**src/rtl/spi_temp_pkg.sv**
```systemverilog
// Shared types and helpers for the SPI temperature scanner.
// Holds the FSM state encoding, width helper and default parameter values.
package spi_temp_pkg;

   typedef enum logic [1:0] {
      ST_IDLE  = 2'd0,
      ST_SETUP = 2'd1,
      ST_SHIFT = 2'd2,
      ST_HOLD  = 2'd3
   } state_e;

   localparam int DEF_NCH         = 2;
   localparam int DEF_FRAME_BITS  = 16;
   localparam int DEF_DATA_BITS   = 8;
   localparam int DEF_CLK_DIV     = 2;
   localparam int DEF_CS_SETUP    = 2;
   localparam int DEF_IDLE_CYCLES = 10;

   // Counter/index width for values 0..n-1, never narrower than one bit.
   function automatic int clog2_min1(input int n);
      return (n <= 2) ? 1 : $clog2(n);
   endfunction

endpackage

```
**src/rtl/spi_temp_scanner_if.sv**
```systemverilog
// Sensor bus and reading output of the SPI temperature scanner.
// DATA_VALID is a one-cycle pulse with no back-pressure; DATA/DATA_CH hold until the next pulse.
interface spi_temp_scanner_if
   import spi_temp_pkg::*;
#(
   parameter int NCH       = DEF_NCH,
   parameter int DATA_BITS = DEF_DATA_BITS
);
   localparam int CHW = clog2_min1(NCH);

   logic                 SCK;
   logic [NCH-1:0]       CS_N;
   logic                 SIO;
   logic [DATA_BITS-1:0] DATA;
   logic [CHW-1:0]       DATA_CH;
   logic                 DATA_VALID;
   logic                 BUSY;

   modport master (
      output SCK, CS_N, DATA, DATA_CH, DATA_VALID, BUSY,
      input  SIO
   );

   modport slave (
      input  SCK, CS_N, DATA, DATA_CH, DATA_VALID, BUSY,
      output SIO
   );
endinterface

```
**src/rtl/spi_rx_shifter.sv**
```systemverilog
// SCK generator and MSB-first receive shifter for one frame.
// start_i launches a frame; done_o pulses on the edge that ends the last SCK high phase.
module spi_rx_shifter
   import spi_temp_pkg::*;
#(
   parameter int FRAME_BITS = DEF_FRAME_BITS,
   parameter int DATA_BITS  = DEF_DATA_BITS,
   parameter int CLK_DIV    = DEF_CLK_DIV
) (
   input  logic                 clk_i,
   input  logic                 rst_i,
   input  logic                 start_i,
   input  logic                 sio_i,
   output logic                 done_o,
   output logic                 sck_o,
   output logic [DATA_BITS-1:0] word_o
);
   localparam int DW = clog2_min1(CLK_DIV);
   localparam int BW = clog2_min1(FRAME_BITS + 1);

   logic                 active_q, active_d;
   logic                 sck_q, sck_d;
   logic [DW-1:0]        div_q, div_d;
   logic [BW-1:0]        bit_q, bit_d;
   logic [DATA_BITS-1:0] word_q, word_d;
   logic                 done_c;

   always_comb begin
      active_d = active_q;
      sck_d    = sck_q;
      div_d    = div_q;
      bit_d    = bit_q;
      word_d   = word_q;
      done_c   = 1'b0;
      if (start_i) begin
         active_d = 1'b1;
         sck_d    = 1'b0;
         div_d    = '0;
         bit_d    = '0;
         word_d   = '0;
      end else if (active_q) begin
         if (div_q == DW'(CLK_DIV - 1)) begin
            div_d = '0;
            if (!sck_q) begin
               // Rising edge: sample SIO; only the leading DATA_BITS bits are kept.
               sck_d = 1'b1;
               if (bit_q < BW'(DATA_BITS))
                  word_d = (word_q << 1) | DATA_BITS'(sio_i);
            end else begin
               sck_d = 1'b0;
               if (bit_q == BW'(FRAME_BITS - 1)) begin
                  active_d = 1'b0;
                  done_c   = 1'b1;
               end else begin
                  bit_d = bit_q + 1'b1;
               end
            end
         end else begin
            div_d = div_q + 1'b1;
         end
      end
   end

   always_ff @(posedge clk_i) begin
      if (rst_i) begin
         active_q <= 1'b0;
         sck_q    <= 1'b0;
         div_q    <= '0;
         bit_q    <= '0;
         word_q   <= '0;
      end else begin
         active_q <= active_d;
         sck_q    <= sck_d;
         div_q    <= div_d;
         bit_q    <= bit_d;
         word_q   <= word_d;
      end
   end

   assign done_o = done_c;
   assign sck_o  = sck_q;
   assign word_o = word_q;
endmodule

```
**src/rtl/spi_temp_scanner.sv**
```systemverilog
// Round-robin multi-channel SPI temperature reader; FSM and channel rotation live here.
// Optional over-threshold alarm outputs are built when SPI_TEMP_ALARM_EN is defined.
module spi_temp_scanner
   import spi_temp_pkg::*;
#(
   parameter int NCH         = DEF_NCH,
   parameter int FRAME_BITS  = DEF_FRAME_BITS,
   parameter int DATA_BITS   = DEF_DATA_BITS,
   parameter int CLK_DIV     = DEF_CLK_DIV,
   parameter int CS_SETUP    = DEF_CS_SETUP,
   parameter int IDLE_CYCLES = DEF_IDLE_CYCLES
) (
   input  logic                 SYSCLK,
   input  logic                 RST,
   input  logic                 ENABLE,
`ifdef SPI_TEMP_ALARM_EN
   input  logic [DATA_BITS-1:0] THRESH,
   output logic [NCH-1:0]       ALARM,
`endif
   output state_e               dbg_state_o,
   spi_temp_scanner_if.master   bus
);
   localparam int CHW = clog2_min1(NCH);
   localparam int CW  = clog2_min1(CS_SETUP);
   localparam int GW  = clog2_min1(IDLE_CYCLES + 1);
   localparam logic [GW-1:0] GAP_LOAD = GW'((IDLE_CYCLES > 0) ? IDLE_CYCLES - 1 : 0);

   state_e               state_q, state_d;
   logic [CW-1:0]        cnt_q, cnt_d;
   logic [GW-1:0]        gap_q, gap_d;
   logic [CHW-1:0]       ch_q, ch_d;
   logic [NCH-1:0]       cs_n_q, cs_n_d;
   logic [DATA_BITS-1:0] data_q, data_d;
   logic [CHW-1:0]       data_ch_q, data_ch_d;
   logic                 valid_q, valid_d;
   logic                 busy_q, busy_d;
   logic                 start, done, sck;
   logic [DATA_BITS-1:0] word;

   spi_rx_shifter #(
      .FRAME_BITS (FRAME_BITS),
      .DATA_BITS  (DATA_BITS),
      .CLK_DIV    (CLK_DIV)
   ) u_shifter (
      .clk_i   (SYSCLK),
      .rst_i   (RST),
      .start_i (start),
      .sio_i   (bus.SIO),
      .done_o  (done),
      .sck_o   (sck),
      .word_o  (word)
   );

   // gap_q counts remaining idle cycles; zero means the next frame may start.
   always_comb begin
      state_d   = state_q;
      cnt_d     = cnt_q;
      gap_d     = gap_q;
      ch_d      = ch_q;
      cs_n_d    = cs_n_q;
      data_d    = data_q;
      data_ch_d = data_ch_q;
      valid_d   = 1'b0;
      start     = 1'b0;
      case (state_q)
         ST_IDLE: begin
            if (gap_q != '0) begin
               gap_d = gap_q - 1'b1;
            end else if (ENABLE) begin
               state_d = ST_SETUP;
               cnt_d   = '0;
               cs_n_d  = ~(NCH'(1) << ch_q);
            end
         end
         ST_SETUP: begin
            if (cnt_q == CW'(CS_SETUP - 1)) begin
               state_d = ST_SHIFT;
               start   = 1'b1;
            end else begin
               cnt_d = cnt_q + 1'b1;
            end
         end
         ST_SHIFT: begin
            if (done) begin
               state_d = ST_HOLD;
               cnt_d   = '0;
            end
         end
         ST_HOLD: begin
            if (cnt_q == CW'(CS_SETUP - 1)) begin
               state_d   = ST_IDLE;
               cs_n_d    = '1;
               data_d    = word;
               data_ch_d = ch_q;
               valid_d   = 1'b1;
               ch_d      = (ch_q == CHW'(NCH - 1)) ? '0 : ch_q + 1'b1;
               gap_d     = GAP_LOAD;
            end else begin
               cnt_d = cnt_q + 1'b1;
            end
         end
         default: state_d = ST_IDLE;
      endcase
      busy_d = ~&cs_n_d;
   end

   always_ff @(posedge SYSCLK) begin
      if (RST) begin
         state_q   <= ST_IDLE;
         cnt_q     <= '0;
         gap_q     <= '0;
         ch_q      <= '0;
         cs_n_q    <= '1;
         data_q    <= '0;
         data_ch_q <= '0;
         valid_q   <= 1'b0;
         busy_q    <= 1'b0;
      end else begin
         state_q   <= state_d;
         cnt_q     <= cnt_d;
         gap_q     <= gap_d;
         ch_q      <= ch_d;
         cs_n_q    <= cs_n_d;
         data_q    <= data_d;
         data_ch_q <= data_ch_d;
         valid_q   <= valid_d;
         busy_q    <= busy_d;
      end
   end

`ifdef SPI_TEMP_ALARM_EN
   logic [NCH-1:0] alarm_q;

   always_ff @(posedge SYSCLK) begin
      if (RST)
         alarm_q <= '0;
      else if (valid_d)
         alarm_q[ch_q] <= ($signed(word) > $signed(THRESH));
   end

   assign ALARM = alarm_q;
`endif

   assign bus.SCK        = sck;
   assign bus.CS_N       = cs_n_q;
   assign bus.DATA       = data_q;
   assign bus.DATA_CH    = data_ch_q;
   assign bus.DATA_VALID = valid_q;
   assign bus.BUSY       = busy_q;
   assign dbg_state_o    = state_q;
endmodule

```
**src/flat_wrapper.sv**
```systemverilog
// flat-port wrapper written by rule: the top's interface ports become plain ports
module spi_temp_scanner_flat import spi_temp_pkg::*;
#(
   parameter int NCH         = DEF_NCH,
   parameter int FRAME_BITS  = DEF_FRAME_BITS,
   parameter int DATA_BITS   = DEF_DATA_BITS,
   parameter int CLK_DIV     = DEF_CLK_DIV,
   parameter int CS_SETUP    = DEF_CS_SETUP,
   parameter int IDLE_CYCLES = DEF_IDLE_CYCLES
)
  (SYSCLK, RST, ENABLE, dbg_state_o, bus_SCK, bus_CS_N, bus_DATA, bus_DATA_CH, bus_DATA_VALID, bus_BUSY, bus_SIO);
  spi_temp_scanner_if #(.NCH(NCH), .DATA_BITS(DATA_BITS)) bus_i ();
  input  logic SYSCLK;
  input  logic RST;
  input  logic ENABLE;
  output state_e dbg_state_o;
  output wire logic [$bits(bus_i.SCK)-1:0] bus_SCK;
  output wire logic [$bits(bus_i.CS_N)-1:0] bus_CS_N;
  output wire logic [$bits(bus_i.DATA)-1:0] bus_DATA;
  output wire logic [$bits(bus_i.DATA_CH)-1:0] bus_DATA_CH;
  output wire logic [$bits(bus_i.DATA_VALID)-1:0] bus_DATA_VALID;
  output wire logic [$bits(bus_i.BUSY)-1:0] bus_BUSY;
  input wire logic [$bits(bus_i.SIO)-1:0] bus_SIO;
  assign bus_SCK = bus_i.SCK;
  assign bus_CS_N = bus_i.CS_N;
  assign bus_DATA = bus_i.DATA;
  assign bus_DATA_CH = bus_i.DATA_CH;
  assign bus_DATA_VALID = bus_i.DATA_VALID;
  assign bus_BUSY = bus_i.BUSY;
  assign bus_i.SIO = bus_SIO;
  spi_temp_scanner #(.NCH(NCH), .FRAME_BITS(FRAME_BITS), .DATA_BITS(DATA_BITS), .CLK_DIV(CLK_DIV), .CS_SETUP(CS_SETUP), .IDLE_CYCLES(IDLE_CYCLES)) u_core (.SYSCLK(SYSCLK), .RST(RST), .ENABLE(ENABLE), .dbg_state_o(dbg_state_o), .bus(bus_i));
endmodule
```
**config.mk**
```make
export PLATFORM = sky130hd
export DESIGN_NAME = spi_temp_scanner_flat
export DESIGN_NICKNAME = d
export VERILOG_FILES = /design/src/rtl/spi_temp_pkg.sv /design/src/rtl/spi_temp_scanner_if.sv /design/src/rtl/spi_rx_shifter.sv /design/src/rtl/spi_temp_scanner.sv /design/src/flat_wrapper.sv
export SDC_FILE = /design/constraint.sdc
export NUM_CORES = 1
export LEC_CHECK = 0
export CELL_PAD_IN_SITES_DETAIL_PLACEMENT = 1
export CELL_PAD_IN_SITES_GLOBAL_PLACEMENT = 2
export CORE_AREA = 2 2 69 71
export CTS_CLUSTER_SIZE = 40
export DETAILED_ROUTE_END_ITERATION = 10
export DIE_AREA = 0 0 71 73
export DONT_BUFFER_PORTS = 1
export PLACE_DENSITY = 0.83
export SLEW_MARGIN = 20
export SYNTH_ARGS = -nofsm -noshare
export SYNTH_HDL_FRONTEND = slang
export SYNTH_SLANG_ARGS = --single-unit
```
**constraint.sdc**
```tcl
create_clock -name SYSCLK -period 2.4 [get_ports SYSCLK]
set_input_delay 0.48 -clock SYSCLK [delete_from_list [all_inputs] [get_ports SYSCLK]]
set_output_delay 0.48 -clock SYSCLK [all_outputs]
set_load 0.05 [all_outputs]
```
# --- After elaboration in Yosys (flattened, before gate mapping) ---
# Cells that the tools add are included.
word_totals:
  regBits: 37
  in_bits: 4
  out_inout_bits: 16
  wordCells: 84
op_classes:
  n_addsub: 5
  order_cmp: 1
  n_eq_ne: 10
  shift: 1
  mux: 33
  n_bitwise: 5
  reduce_logical: 15
op_table:
  columns: ["operator", "count"]
  rows:
  - ["two-way mux 1 bit", 19]
  - ["two-way mux 2 bit", 8]
  - ["two-way mux 4 bit", 2]
  - ["inequality test 2 x 1 -> 1 bit (second input constant)", 4]
  - ["bitwise OR 8 x 1 -> 8 bit", 1]
  - ["one-hot mux 2 bit (4 select lines)", 1]
  - ["one-hot mux 4 bit (2 select lines)", 1]
  - ["AND reduction 4 bit", 2]
  - ["AND reduction 2 bit", 3]
  - ["AND reduction 3 bit", 2]
  - ["OR reduction 2 bit", 3]
  - ["adder 5 x 1 -> 5 bit (second input constant)", 1]
  - ["equality test 5 x 4 -> 1 bit (second input constant)", 1]
  - ["< comparator 5 x 4 -> 1 bit (second input constant)", 1]
  - ["AND reduction 5 bit", 1]
  - ["equality test 2 bit (second input constant)", 2]
  - ["inequality test 2 bit (second input constant)", 2]
  - ["one-hot mux 2 bit (2 select lines)", 1]
  - ["nonzero test 4 bit", 1]
  - ["subtractor 4 x 1 -> 4 bit (second input constant)", 1]
  - ["adder 1 bit (second input constant)", 3]
  - ["inverter 1 bit", 3]
  - ["one-hot mux 1 bit (3 select lines)", 1]
  - ["equality test 2 x 1 -> 1 bit (second input constant)", 1]
  - ["5 further kinds", 5]

# --- Depth between registers and ports, before layout ---
# Gate-level depths: netlist (run 1).
depth:
  ltp_word: 8
  mapped_depth: 8
  depth_no_buf: 7

# --- Hierarchy ---
# Synthesis (run 1) repeated with hierarchy kept, for this count alone.
unflattened:
  cells_unflattened: 183
  area_unflattened_um2: 1665.3
modules_own_cells:
  columns: ["mod", "n_inst", "cells_each", "area_per_inst_um2", "seq_area_each_um2"]
  rows:
  - ["spi_temp_scanner", 1, 115, 1011.0, 420.4]
  - ["spi_rx_shifter", 1, 68, 654.4, 320.3]

# --- Worst setup path after synthesis (run 1) ---
# No wires, ideal clock.
synth_path:
  path_type: "register to register"
  from: "register u_core.state_q[0], in the netlist u_core.dbg_state_o[0]"
  to: "register u_core.gap_q[3]"
  setup_ps: 91
  arrival_time_ps: 1862
  required_time_ps: 2309
  path_slack_ps: 447
  path_stages_with_launch: 7
  n_path_buf: 0
  synth_period_minus_slack_ps: 1953
  cell_sequence: "dfxtp_1 > inv_1 > ha_1 > and4bb_2 > nor3_1 > a21oi_1 > a311oi_1"
synth_via:
  elab_chain_cells: 3
  elab_cells_between_ends: 7
  cone_classes: "3 x eq/ne; 1 x mux; 3 x reduce/logical"
synth_lines:
  columns: ["element", "line", "rtl"]
  rows:
  - ["start, declared", "spi_temp_scanner.sv:28", "state_e state_q, state_d;"]
  - ["start signal, assigned", "spi_temp_scanner.sv:119", "state_q <= state_d;"]
  - ["equality test 2 bit or logical NOT 2 bit (tied branches)", "spi_temp_scanner.sv:65", "case (state_q)"]
  - ["inequality test 2 x 1 -> 1 bit (no line) or nonzero test 2 bit (tied branches)", null, null]
  - ["AND reduction 3 bit (no line)", null, null]
  - ["end signal, assigned", "spi_temp_scanner.sv:121", "gap_q <= gap_d;"]
  - ["end, declared", "spi_temp_scanner.sv:30", "logic [GW-1:0] gap_q, gap_d;"]
# Parallel ways exist; a longest one is shown, timed or not.
# A chain may end at the register's enable or synchronous reset.

# --- Worst setup path after layout (run 1) ---
layout_path:
  from: "register u_core.u_shifter.bit_q[0]"
  to: "register u_core.u_shifter.bit_q[3]"
layout_via:
  elab_chain_cells: 3
  elab_cells_between_ends: 4
  cone_classes: "1 x add/sub; 1 x eq/ne; 1 x bitwise; 1 x reduce/logical"
layout_lines:
  columns: ["element", "line", "rtl"]
  rows:
  - ["start, declared", "spi_rx_shifter.sv:24", "logic [BW-1:0] bit_q, bit_d;"]
  - ["start signal, assigned", "spi_rx_shifter.sv:75", "bit_q <= bit_d;"]
  - ["parallel branches: the longest is 3 deep, another holds adder 5 x 1 -> 5 bit", null, null]
# Parallel ways; which one is timed is not known.

==> results of run 1 <==
Yosys cell counts, drive strengths merged (3+ instances only):
cell type and number:
a21oi 16, buf 3, clkbuf 4, dfxtp 37, ha 7, inv 7
mux2i 9, nand2 24, nand2b 3, nand4 4, nor2 23, nor3 4
xnor2 3, xor2 3
cells by family after synthesis:
family | count (synthesis)
flip-flops | 37
AO/OA/AOI/OAI | 30
XOR/XNOR | 6
multiplexers | 9
buffers and inverters | 14
AND/OR/NAND/NOR | 73
adder cells (fa/ha/maj) | 7
sequential cells by signal, summed over array words and instances (netlist names):
signal / flops
u_core.bus.BUSY: 1
u_core.bus.CS_N: 2
u_core.bus.DATA: 8
u_core.bus.DATA_CH: 1
u_core.bus.DATA_VALID: 1
u_core.ch_q: 1
u_core.cnt_q: 1
u_core.dbg_state_o: 2
u_core.gap_q: 4
u_core.u_shifter.active_q: 1
u_core.u_shifter.bit_q: 5
u_core.u_shifter.div_q: 1
u_core.u_shifter.sck_o: 1
u_core.u_shifter.word_o: 8
placed cells by master, fill, tap and decap left out, types with 2 or more instances in the layout:
cell type,instances
nor2_1,23
nor2b_1,2
a311oi_1,2
xor2_1,3
o21ai_0,2
and3_1,2
dfxtp_1,37
clkbuf_8,6
a211oi_1,2
nand2b_1,3
ha_1,7
nand4_1,4
or2_2,2
buf_4,2
nand2_1,23
inv_1,7
nor3_1,4
xnor2_1,3
nor4b_1,2
o31ai_1,2
a21oi_1,16
mux2i_1,9
worst max path at each step:
stage | start | to | slack (ps) | depth (start not counted)
global placement | u_core.dbg_state_o[0] | u_core.bus.BUSY | 620 | 6
floorplan | u_core.dbg_state_o[0] | u_core.gap_q[3] | 450 | 6
detailed placement | u_core.u_shifter.bit_q[0] | u_core.u_shifter.bit_q[3] | 490 | 7
CTS | u_core.dbg_state_o[0] | u_core.bus.BUSY | 490 | 6
finish | u_core.u_shifter.bit_q[0] | u_core.u_shifter.bit_q[3] | 510 | 7
global route | u_core.dbg_state_o[0] | u_core.bus.BUSY | 280 | 6
through the flow:
| stage | utilization | power, mW |
|---|---|---|
| finish | 0.382 | 1.79 |
| global route | 0.382 | 1.91 |
| CTS | 0.382 | 1.81 |
| detailed placement | 0.360 | 1.35 |
| global placement | 0.360 | 1.33 |
| floorplan | - | 1.23 |
layer usage:
layer / up-vias / part of all wire / track usage
li1: 603 / - / -
met1: 582 / 0.44 / 0.169
met2: 12 / 0.52 / 0.254
met3: 4 / 0.028 / 0.0331
met4: 0 / 0.012 / 0.0566
met5: - / 0 / 0
power by group:
| group | leakage (nW) | internal (mW) | total [mW] | switching, mW |
|---|---|---|---|---|
| Clock | 0.0512 | 0.233 | 0.450 | 0.218 |
| Sequential | 0.300 | 0.682 | 0.803 | 0.122 |
| Combinational | 0.275 | 0.218 | 0.536 | 0.319 |
| Total | 0.626 | 1.13 | 1.79 | 0.658 |
final cells by class:
cell class | count | share of cell area
multi-input combinational | 125 | 0.453
sequential | 37 | 0.428
clock buffer | 6 | 0.0477
tap | 54 | 0.0390
inverter | 7 | 0.0152
timing repair buffer | 2 | 0.00868
clock inverter | 2 | 0.00795
==> key figures, run 1 <==
Global route
  – Gr usage total: 0.144
  – Number of global-route vias before repair: 1290
  – Total congestion overflow: 0
  – Initial antenna violation count: 0
  – Largest net degree at the start of global routing: 23
  – First-pass GRT wire length: 5890 µm

Synth
  – Simple-gate portion of the synthesized area: 0.235
  – EDFF count, synth: 0
  – Mapped Area: 1580 µm²
  – Ys Warns: 0
  – Post-synthesis xor/xnor area fraction: 0.0333
  – Syn_nets: 187
  – Synth area leaders: dfxtp_1 47%, mux2i_1 5.7%, ha_1 5.5%, nand2_1 5.5%, nor2_1 5.5%
  – Compound-Gate Fraction of Synth Area: 0.116
  – Post-synthesis sequential area ratio: 0.469
  – Synth Area in Adders: 0.0554
  – Synth Register Bits: 37
  – Library cells used by synthesis: 37
  – Synth area leader: dfxtp_1
  – Ys async rst share: 0
  – Post-synth top area share: 0.469
  – Predominant post-synthesis flop cell: dfxtp_1
  – Synthesized instance count: 176
  – Post-Syn Area per Cell: 8.98 µm²
  – Multiplexer share of the synthesized area: 0.0570
  – Main combinational cell family by area after synthesis: simple AND/OR/NAND/NOR gates

Worst setup path
  – Worst EP arrival: 2050 ps
  – Worst setup EP type: flop
  – Launch point of the worst reg-to-reg path: u_core.u_shifter.bit_q[0]
  – CP Buf/Inv Count: 0
  – Slowest cell on crit path: and4b_1
  – Slowest stage delay, CP: 420 ps
  – Most frequent CP cell: ha_1
  – CP delay by family, top: simple AND/OR/NAND/NOR gates
  – CP Cell Sequence: ha_1 -> and3_1 -> ha_1 -> and4b_1 -> nand4_1 -> xor2_1 -> nor2_1
  – Worst setup SP type: flop
  – CP max FO: 6
  – R2r worst-path depth: 7
  – Worst R2R End: u_core.u_shifter.bit_q[3]
  – Reg2Reg Setup Slack: 510 ps
  – Crit Path Category: flop to flop
  – Worst path required time: 2560 ps

STA
  – Final hold slack: 255 ps
  – Final setup viols: 0
  – Clock skew: 5.28 ps
  – Minimum clock period: 1890 ps
  – RSZ-0062 raised after global routing: false
  – Final Max Tran Viols: 0
  – Setup WS post-layout: 505 ps
  – Max_slew headroom: 0.524
  – Post-route setup TNS: 0 ps
  – FMAX: 0.528 GHz
  – Worst-Margin Slew: 709 ps
  – Final period utilization: 0.790
  – Hold Fails Final Rpt: 0

Clock tree
  – Post-CTS Resized: 0
  – Hold_buf cts: 0
  – Clock root buffer master: clkbuf_8
  – CTS sink count: 37
  – CTS tree: done
  – Post-CTS Setup Bufs: 0
  – CTS max path bufs: 2
  – Clock latency on the worst-skew pair: 280 ps
  – Clock buffer count from CTS: 5
  – Clock transition at path regs: 80 ps
  – H-tree Lvls: 2

Detailed routing
  – Drt total wl: 3320 µm
  – First-pass detailed-route iteration total: 4
  – Number of DRC markers in iteration 0: 29
  – Routed vias: 1201
  – Post-DRT Antenna Nets: 0
  – DRC: 0
  – Wire per inst: 14.2 µm
  – Drt via density: 5.15

Floorplan
  – # IOs: 20
  – Full die area: 5180 µm²
  – Die X: 71 µm
  – Core box area: 4540 µm²
  – Rows: 25
  – Initial core utilization: 0.348
  – Die height: 73 µm

Hold path
  – HP Class: input port to flop
  – Hold depth: 1
  – Hold Crit Start: RST
  – WHS Endpoint: u_core.gap_q[2]

Pwr
  – VDD IR max: 259 µV
  – Pwr Density: 1030 nW/µm²
  – P_leak: 0.626 nW

Place
  – Dpl ws: 494 ps
  – Area after DPL: 1630 µm²
  – DP Cell Count: 225
  – GPL Wtd Cong: 0.737
  – Number of port buffers: 0
  – Post-DP HPWL: 2430 µm

Layout
  – Fin area: 1730 µm²
  – Area of the multi-input gates: 785 µm²
  – Total area of sequential cells: 741 µm²
  – Antenna diodes: 0
  – Layout net count: 189
  – Fillers: 523
  – Fraction of layout cells with a size suffix above 1: 0.0838
  – Area growth syn-to-layout: 9.50%
  – Final Non-Filler Cells: 233

Status
  – Status: complete, no violations

Run
  – Max-Cap Viols: 0
No activity file was read; power rests on OpenSTA's default activity.
==> inputs of run 2 (changes only) <==
--- a/config.mk
+++ b/config.mk
@@ -7,12 +7,12 @@
 export LEC_CHECK = 0
 export CELL_PAD_IN_SITES_DETAIL_PLACEMENT = 1
 export CELL_PAD_IN_SITES_GLOBAL_PLACEMENT = 2
-export CORE_AREA = 2 2 69 71
+export CORE_AREA = 2 2 72 74
 export CTS_CLUSTER_SIZE = 40
 export DETAILED_ROUTE_END_ITERATION = 10
-export DIE_AREA = 0 0 71 73
+export DIE_AREA = 0 0 74 76
 export DONT_BUFFER_PORTS = 1
-export PLACE_DENSITY = 0.83
+export PLACE_DENSITY = 0.81
 export SLEW_MARGIN = 20
 export SYNTH_ARGS = -nofsm -noshare
 export SYNTH_HDL_FRONTEND = slang
==> constraint.sdc (replaced) <==
create_clock -name SYSCLK -period 1.6 [get_ports SYSCLK]
set_input_delay 0.32 -clock SYSCLK [delete_from_list [all_inputs] [get_ports SYSCLK]]
set_output_delay 0.32 -clock SYSCLK [all_outputs]
set_load 0.05 [all_outputs]
==> key figures, run 2 (same netlist as run 1, synthesis figures left out) <==
Hold path
  – HP Class: input port to flop
  – Hold depth: 1
  – WHS Endpoint: u_core.gap_q[1]
  – Hold Crit Start: RST

STA
  – Clock skew: 6.23 ps
  – Max_slew headroom: 0.648
  – FMAX: 0.616 GHz
  – Hold Fails Final Rpt: 0
  – Worst-Margin Slew: 527 ps
  – RSZ-0062 raised after global routing: true
  – Minimum clock period: 1620 ps
  – Setup WS post-layout: -22.7 ps
  – Final period utilization: 1.01
  – Post-route setup TNS: -55.2 ps
  – Final setup viols: 3
  – Final Max Tran Viols: 0

Clock tree
  – Clock buffer count from CTS: 5
  – H-tree Lvls: 2
  – Clock transition at path regs: 80 ps
  – Clock latency on the worst-skew pair: 290 ps
  – Clock root buffer master: clkbuf_8
  – CTS sink count: 37
  – CTS tree: done
  – CTS max path bufs: 2

Global route
  – Gr usage total: 0.141
  – First-pass GRT wire length: 6220 µm
  – Initial antenna violation count: 0
  – Largest net degree at the start of global routing: 23
  – Number of global-route vias before repair: 1341
  – Total congestion overflow: 0

Status
  – Status: finished, violations left
  – Violated checks: negative setup slack

Floorplan
  – Full die area: 5620 µm²
  – Initial core utilization: 0.322
  – Core box area: 4910 µm²
  – # IOs: 20
  – Die height: 76 µm
  – Rows: 26
  – Die X: 74 µm

Layout
  – Final Non-Filler Cells: 258
  – Commonest non-fill, non-tap cell in the layout: dfxtp_1
  – Fraction of layout cells with a size suffix above 1: 0.239
  – Antenna diodes: 0
  – Layout net count: 198
  – Commonest cells after routing, fill and taps aside: 31 x dfxtp_1, 23 x nor2_1, 23 x nand2_1, 16 x a21oi_1, 11 x buf_4
  – Area growth syn-to-layout: 23.4%

Worst setup path
  – Worst EP arrival: 1780 ps
  – Worst path required time: 1760 ps
  – Worst setup EP type: flop
  – Reg2Reg Setup Slack: -20 ps
  – R2r worst-path depth: 7
  – Worst setup SP type: flop
  – CP max FO: 4
  – Launch point of the worst reg-to-reg path: u_core.u_shifter.bit_q[1]
  – Crit Path Category: flop to flop
  – Worst R2R End: u_core.u_shifter.bit_q[0]

Detailed routing
  – Routed vias: 1243
  – First-pass detailed-route iteration total: 2
  – Post-DRT Antenna Nets: 0
  – Drt total wl: 3730 µm
  – Drt via density: 4.82
  – Number of DRC markers in iteration 0: 11
  – Wire per inst: 14.5 µm
  – DRC: 0

Place
  – Post-DP HPWL: 2610 µm
  – DP Cell Count: 249
  – Number of port buffers: 0
  – GPL Wtd Cong: 0.738

Pwr
  – Pwr Density: 1600 nW/µm²
  – P_leak: 0.690 nW
  – VDD IR max: 568 µV

Run
  – Max-Cap Viols: 0
-- run 2: cell types whose count changed in the layout (fill, tap and decap cells not counted), sizes merged --
cell,before,now
buf,2,11
clkinv,2,0
bufinv,0,1
inv,7,8
-- run 2: through the flow --
step	utilization	setup WS, ps	hold slack [ps]	cell area (µm²)	power [mW]
2_1_floorplan	-	1.64	431	1630	1.93
3_3_place_gp	0.356	-5.53	392	1750	2.08
3_5_place_dp	0.356	-94.7	395	1750	2.15
4_1_cts	0.389	-8.44	82.7	1910	3.04
5_1_grt	0.397	-116	74.7	1950	3.32
6_report	0.397	-22.7	87.8	1950	3.11
-- run 2: worst max path at each step --
stage | from | endpoint | slack, ps | depth (start not counted)
after floorplan | u_core.u_shifter.bit_q[0] | u_core.u_shifter.bit_q[3] | 2 | 8
after global placement | u_core.u_shifter.bit_q[0] | u_core.u_shifter.bit_q[3] | -6 | 7
after detailed placement | u_core.u_shifter.bit_q[0] | u_core.u_shifter.bit_q[4] | -90 | 7
after CTS | u_core.u_shifter.bit_q[1] | u_core.u_shifter.bit_q[3] | -8 | 7
after global routing | u_core.u_shifter.bit_q[1] | u_core.u_shifter.bit_q[3] | -120 | 7
final | u_core.u_shifter.bit_q[1] | u_core.u_shifter.bit_q[0] | -20 | 7
-- run 2: final cells by class --
cell class / instances / area [µm²]
Multi-Input combinational cell: 125 / 881
Clock inverter: 2 / 36.3
Tap cell: 70 / 87.6
Timing Repair Buffer: 11 / 82.6
Sequential cell: 37 / 753
Fill cell: 557 / 2960
Clock buffer: 6 / 82.6
Inverter: 7 / 26.3
-- run 2: critical path, stage by stage, from the launching register on --
cell and delay (ps):
dfxtp_2 340, ha_4 160, and3_4 190, ha_4 160, and4b_2 330, buf_4 140
xnor2_1 110, nor2_1 50
-- run 2: timing repair --
item | 4_1_cts | 5_1_grt
pin swaps | 3 | 7
resized for setup | 8 | 10
hold buffers | 0 | 0
endpoints found under the setup margin | 8 | 13
setup buffers | 1 | 0
cloned | 0 | 0
-- run 2: metal layers --
layer,vias to the layer above,track usage,part of all wire
li1,628,-,-
met1,596,0.162,0.42
met2,15,0.243,0.53
met3,4,0.0423,0.038
met4,0,0.0527,0.0091
met5,-,0,0
-- run 2: where the power goes --
part,switching (mW),total [mW],internal [mW]
registers,0.138,1.17,1.04
logic,0.624,1.09,0.468
clock network,0.335,0.843,0.508
==> inputs of run 3 (changes only) <==
--- a/config.mk
+++ b/config.mk
@@ -7,12 +7,11 @@
 export LEC_CHECK = 0
 export CELL_PAD_IN_SITES_DETAIL_PLACEMENT = 1
 export CELL_PAD_IN_SITES_GLOBAL_PLACEMENT = 2
-export CORE_AREA = 2 2 72 74
+export CORE_AREA = 2 2 76 78
 export CTS_CLUSTER_SIZE = 40
 export DETAILED_ROUTE_END_ITERATION = 10
-export DIE_AREA = 0 0 74 76
-export DONT_BUFFER_PORTS = 1
-export PLACE_DENSITY = 0.81
+export DIE_AREA = 0 0 78 80
+export PLACE_DENSITY = 0.83
 export SLEW_MARGIN = 20
 export SYNTH_ARGS = -nofsm -noshare
 export SYNTH_HDL_FRONTEND = slang
==> key figures, run 3 (same netlist as run 1, synthesis figures left out) <==
Detailed routing
  – DRC: 0
  – Routed vias: 1363
  – Drt via density: 4.80
  – Post-DRT Antenna Nets: 0
  – Wire per inst: 14.0 µm
  – Number of DRC markers in iteration 0: 61
  – First-pass detailed-route iteration total: 4
  – Drt total wl: 3980 µm

Global route
  – Largest net degree at the start of global routing: 16
  – First-pass GRT wire length: 6620 µm
  – Total congestion overflow: 0
  – Number of global-route vias before repair: 1404
  – Initial antenna violation count: 0
  – Gr usage total: 0.139

Pwr
  – P_leak: 0.839 nW
  – Combinational share of power: 0.380
  – Tot Pwr: 3.16 mW
  – VDD IR max: 553 µV
  – Pint: 2.04 mW
  – Clock share of power: 0.262
  – Sw Pwr: 1.12 mW
  – Seq pwr share: 0.358
  – Pwr Density: 1430 nW/µm²
  – Sw frac: 0.355

STA
  – Worst-Margin Slew: 348 ps
  – FMAX: 0.610 GHz
  – RSZ-0062 raised after global routing: true
  – Hold Fails Final Rpt: 0
  – Clock skew: 8.99 ps
  – Max_slew headroom: 0.765
  – Post-route setup TNS: -115 ps
  – Setup WS post-layout: -38.6 ps
  – Final Max Tran Viols: 0
  – Minimum clock period: 1640 ps
  – Final setup viols: 4
  – Final period utilization: 1.02

Worst setup path
  – Slowest cell on crit path: dfxtp_2
  – Crit Path Category: flop to flop
  – CP Buf/Inv Count: 1
  – CP max FO: 3
  – CP Cell Sequence: ha_4 -> and3_4 -> ha_4 -> and4b_2 -> buf_6 -> mux2i_1 -> nor2_1
  – Worst setup EP type: flop
  – CP delay by family, top: simple AND/OR/NAND/NOR gates
  – Most frequent CP cell: ha_4
  – Worst setup SP type: flop
  – Worst EP arrival: 1810 ps
  – Worst path required time: 1780 ps
  – Slowest stage delay, CP: 340 ps
  – Reg2Reg Setup Slack: -40 ps

Floorplan
  – # IOs: 20
  – Rows: 27
  – Initial core utilization: 0.292
  – Core box area: 5410 µm²
  – Full die area: 6240 µm²
  – Die height: 80 µm
  – Die X: 78 µm

Run
  – Max-Cap Viols: 0

Layout
  – Layout net count: 222
  – Commonest non-fill, non-tap cell in the layout: dfxtp_1
  – Antenna diodes: 0
  – Fraction of layout cells with a size suffix above 1: 0.307
  – Commonest cells after routing, fill and taps aside: 33 x dfxtp_1, 25 x buf_4, 23 x nor2_1, 22 x nand2_1, 16 x a21oi_1
  – Area growth syn-to-layout: 39.4%

Status
  – Violated checks: negative setup slack
  – Status: finished, violations left

Hold path
  – HP Class: flop to flop

Clock tree
  – Clock latency on the worst-skew pair: 300 ps
  – Clock buffer count from CTS: 5
  – Clock root buffer master: clkbuf_8
  – CTS tree: done
  – Clock transition at path regs: 80 ps
  – Hold_buf cts: 0
  – CTS sink count: 37
  – CTS max path bufs: 2
  – H-tree Lvls: 2

Place
  – Post-DP HPWL: 2710 µm
  – Dpl ws: -116 ps
  – Number of port buffers: 19
  – GPL Wtd Cong: 0.798
[run 3: changes by cell type in the layout (fill, tap and decap cells not counted), sizes merged]
| cell | before | now |
|---|---|---|
| clkbuf | 6 | 5 |
| buf | 11 | 32 |
| clkdlybuf4s50 | 0 | 3 |
| clkinv | 0 | 1 |
[run 3: path summary, 6_finish.rpt]
kind,startpoint,to,cells after the start
worst max-delay path,u_core.u_shifter.bit_q[0],u_core.u_shifter.bit_q[1],7
worst min-delay path,u_core.u_shifter.word_o[7],u_core.bus.DATA[7],2
worst max register to register,u_core.u_shifter.bit_q[0],u_core.u_shifter.bit_q[1],7
worst min register to register,u_core.u_shifter.word_o[7],u_core.bus.DATA[7],2
[run 3: worst min-delay path, cell delays in order (launching register included)]
cell,delay [ps]
dfxtp_1,320
nand2_1,50
a21oi_1,50
[run 3: per-stage QoR]
| stage | hold WS (ps) | cells | utilization | instance area [µm²] |
|---|---|---|---|---|
| floorplan | 431 | 176 | - | 1630 |
| global placement | 446 | 274 | 0.369 | 1990 |
| detailed placement | 453 | 274 | 0.369 | 1990 |
| CTS | 470 | 282 | 0.395 | 2140 |
| global route | 491 | 284 | 0.408 | 2200 |
| finish | 464 | 284 | 0.408 | 2200 |
[run 3: power by group through the flow]
stage / logic (mW) / registers (mW) / clock network, mW
after global routing: 1.33 / 1.15 / 0.904
after floorplan: 0.652 / 1.28 / 0
after CTS: 1.15 / 1.13 / 0.862
final: 1.20 / 1.13 / 0.829
after detailed placement: 1.13 / 1.15 / 0
after global placement: 1.11 / 1.15 / 0
[run 3: metal layers]
| layer | vias up | share of wire | GRT usage |
|---|---|---|---|
| met3 | 7 | 0.029 | 0.0419 |
| met5 | - | 0 | 0 |
| met1 | 670 | 0.43 | 0.155 |
| met4 | 0 | 0.017 | 0.0526 |
| li1 | 671 | - | - |
| met2 | 15 | 0.53 | 0.247 |
[run 3: layout make-up]
type / count / area, µm²
Clock buffer: 5 / 68.8
Timing Repair Buffer: 35 / 340
Inverter: 7 / 26.3
Clock inverter: 3 / 45.0
Sequential cell: 37 / 751
Tap cell: 72 / 90.1
Multi-Input combinational cell: 125 / 882
Fill cell: 636 / 3200
[run 3: what timing repair did]
action | 4_1_cts | 5_1_grt
pin swaps | 3 | 5
setup endpoints to repair | 6 | 12
gates resized for setup | 6 | 12
setup buffers | 0 | 2
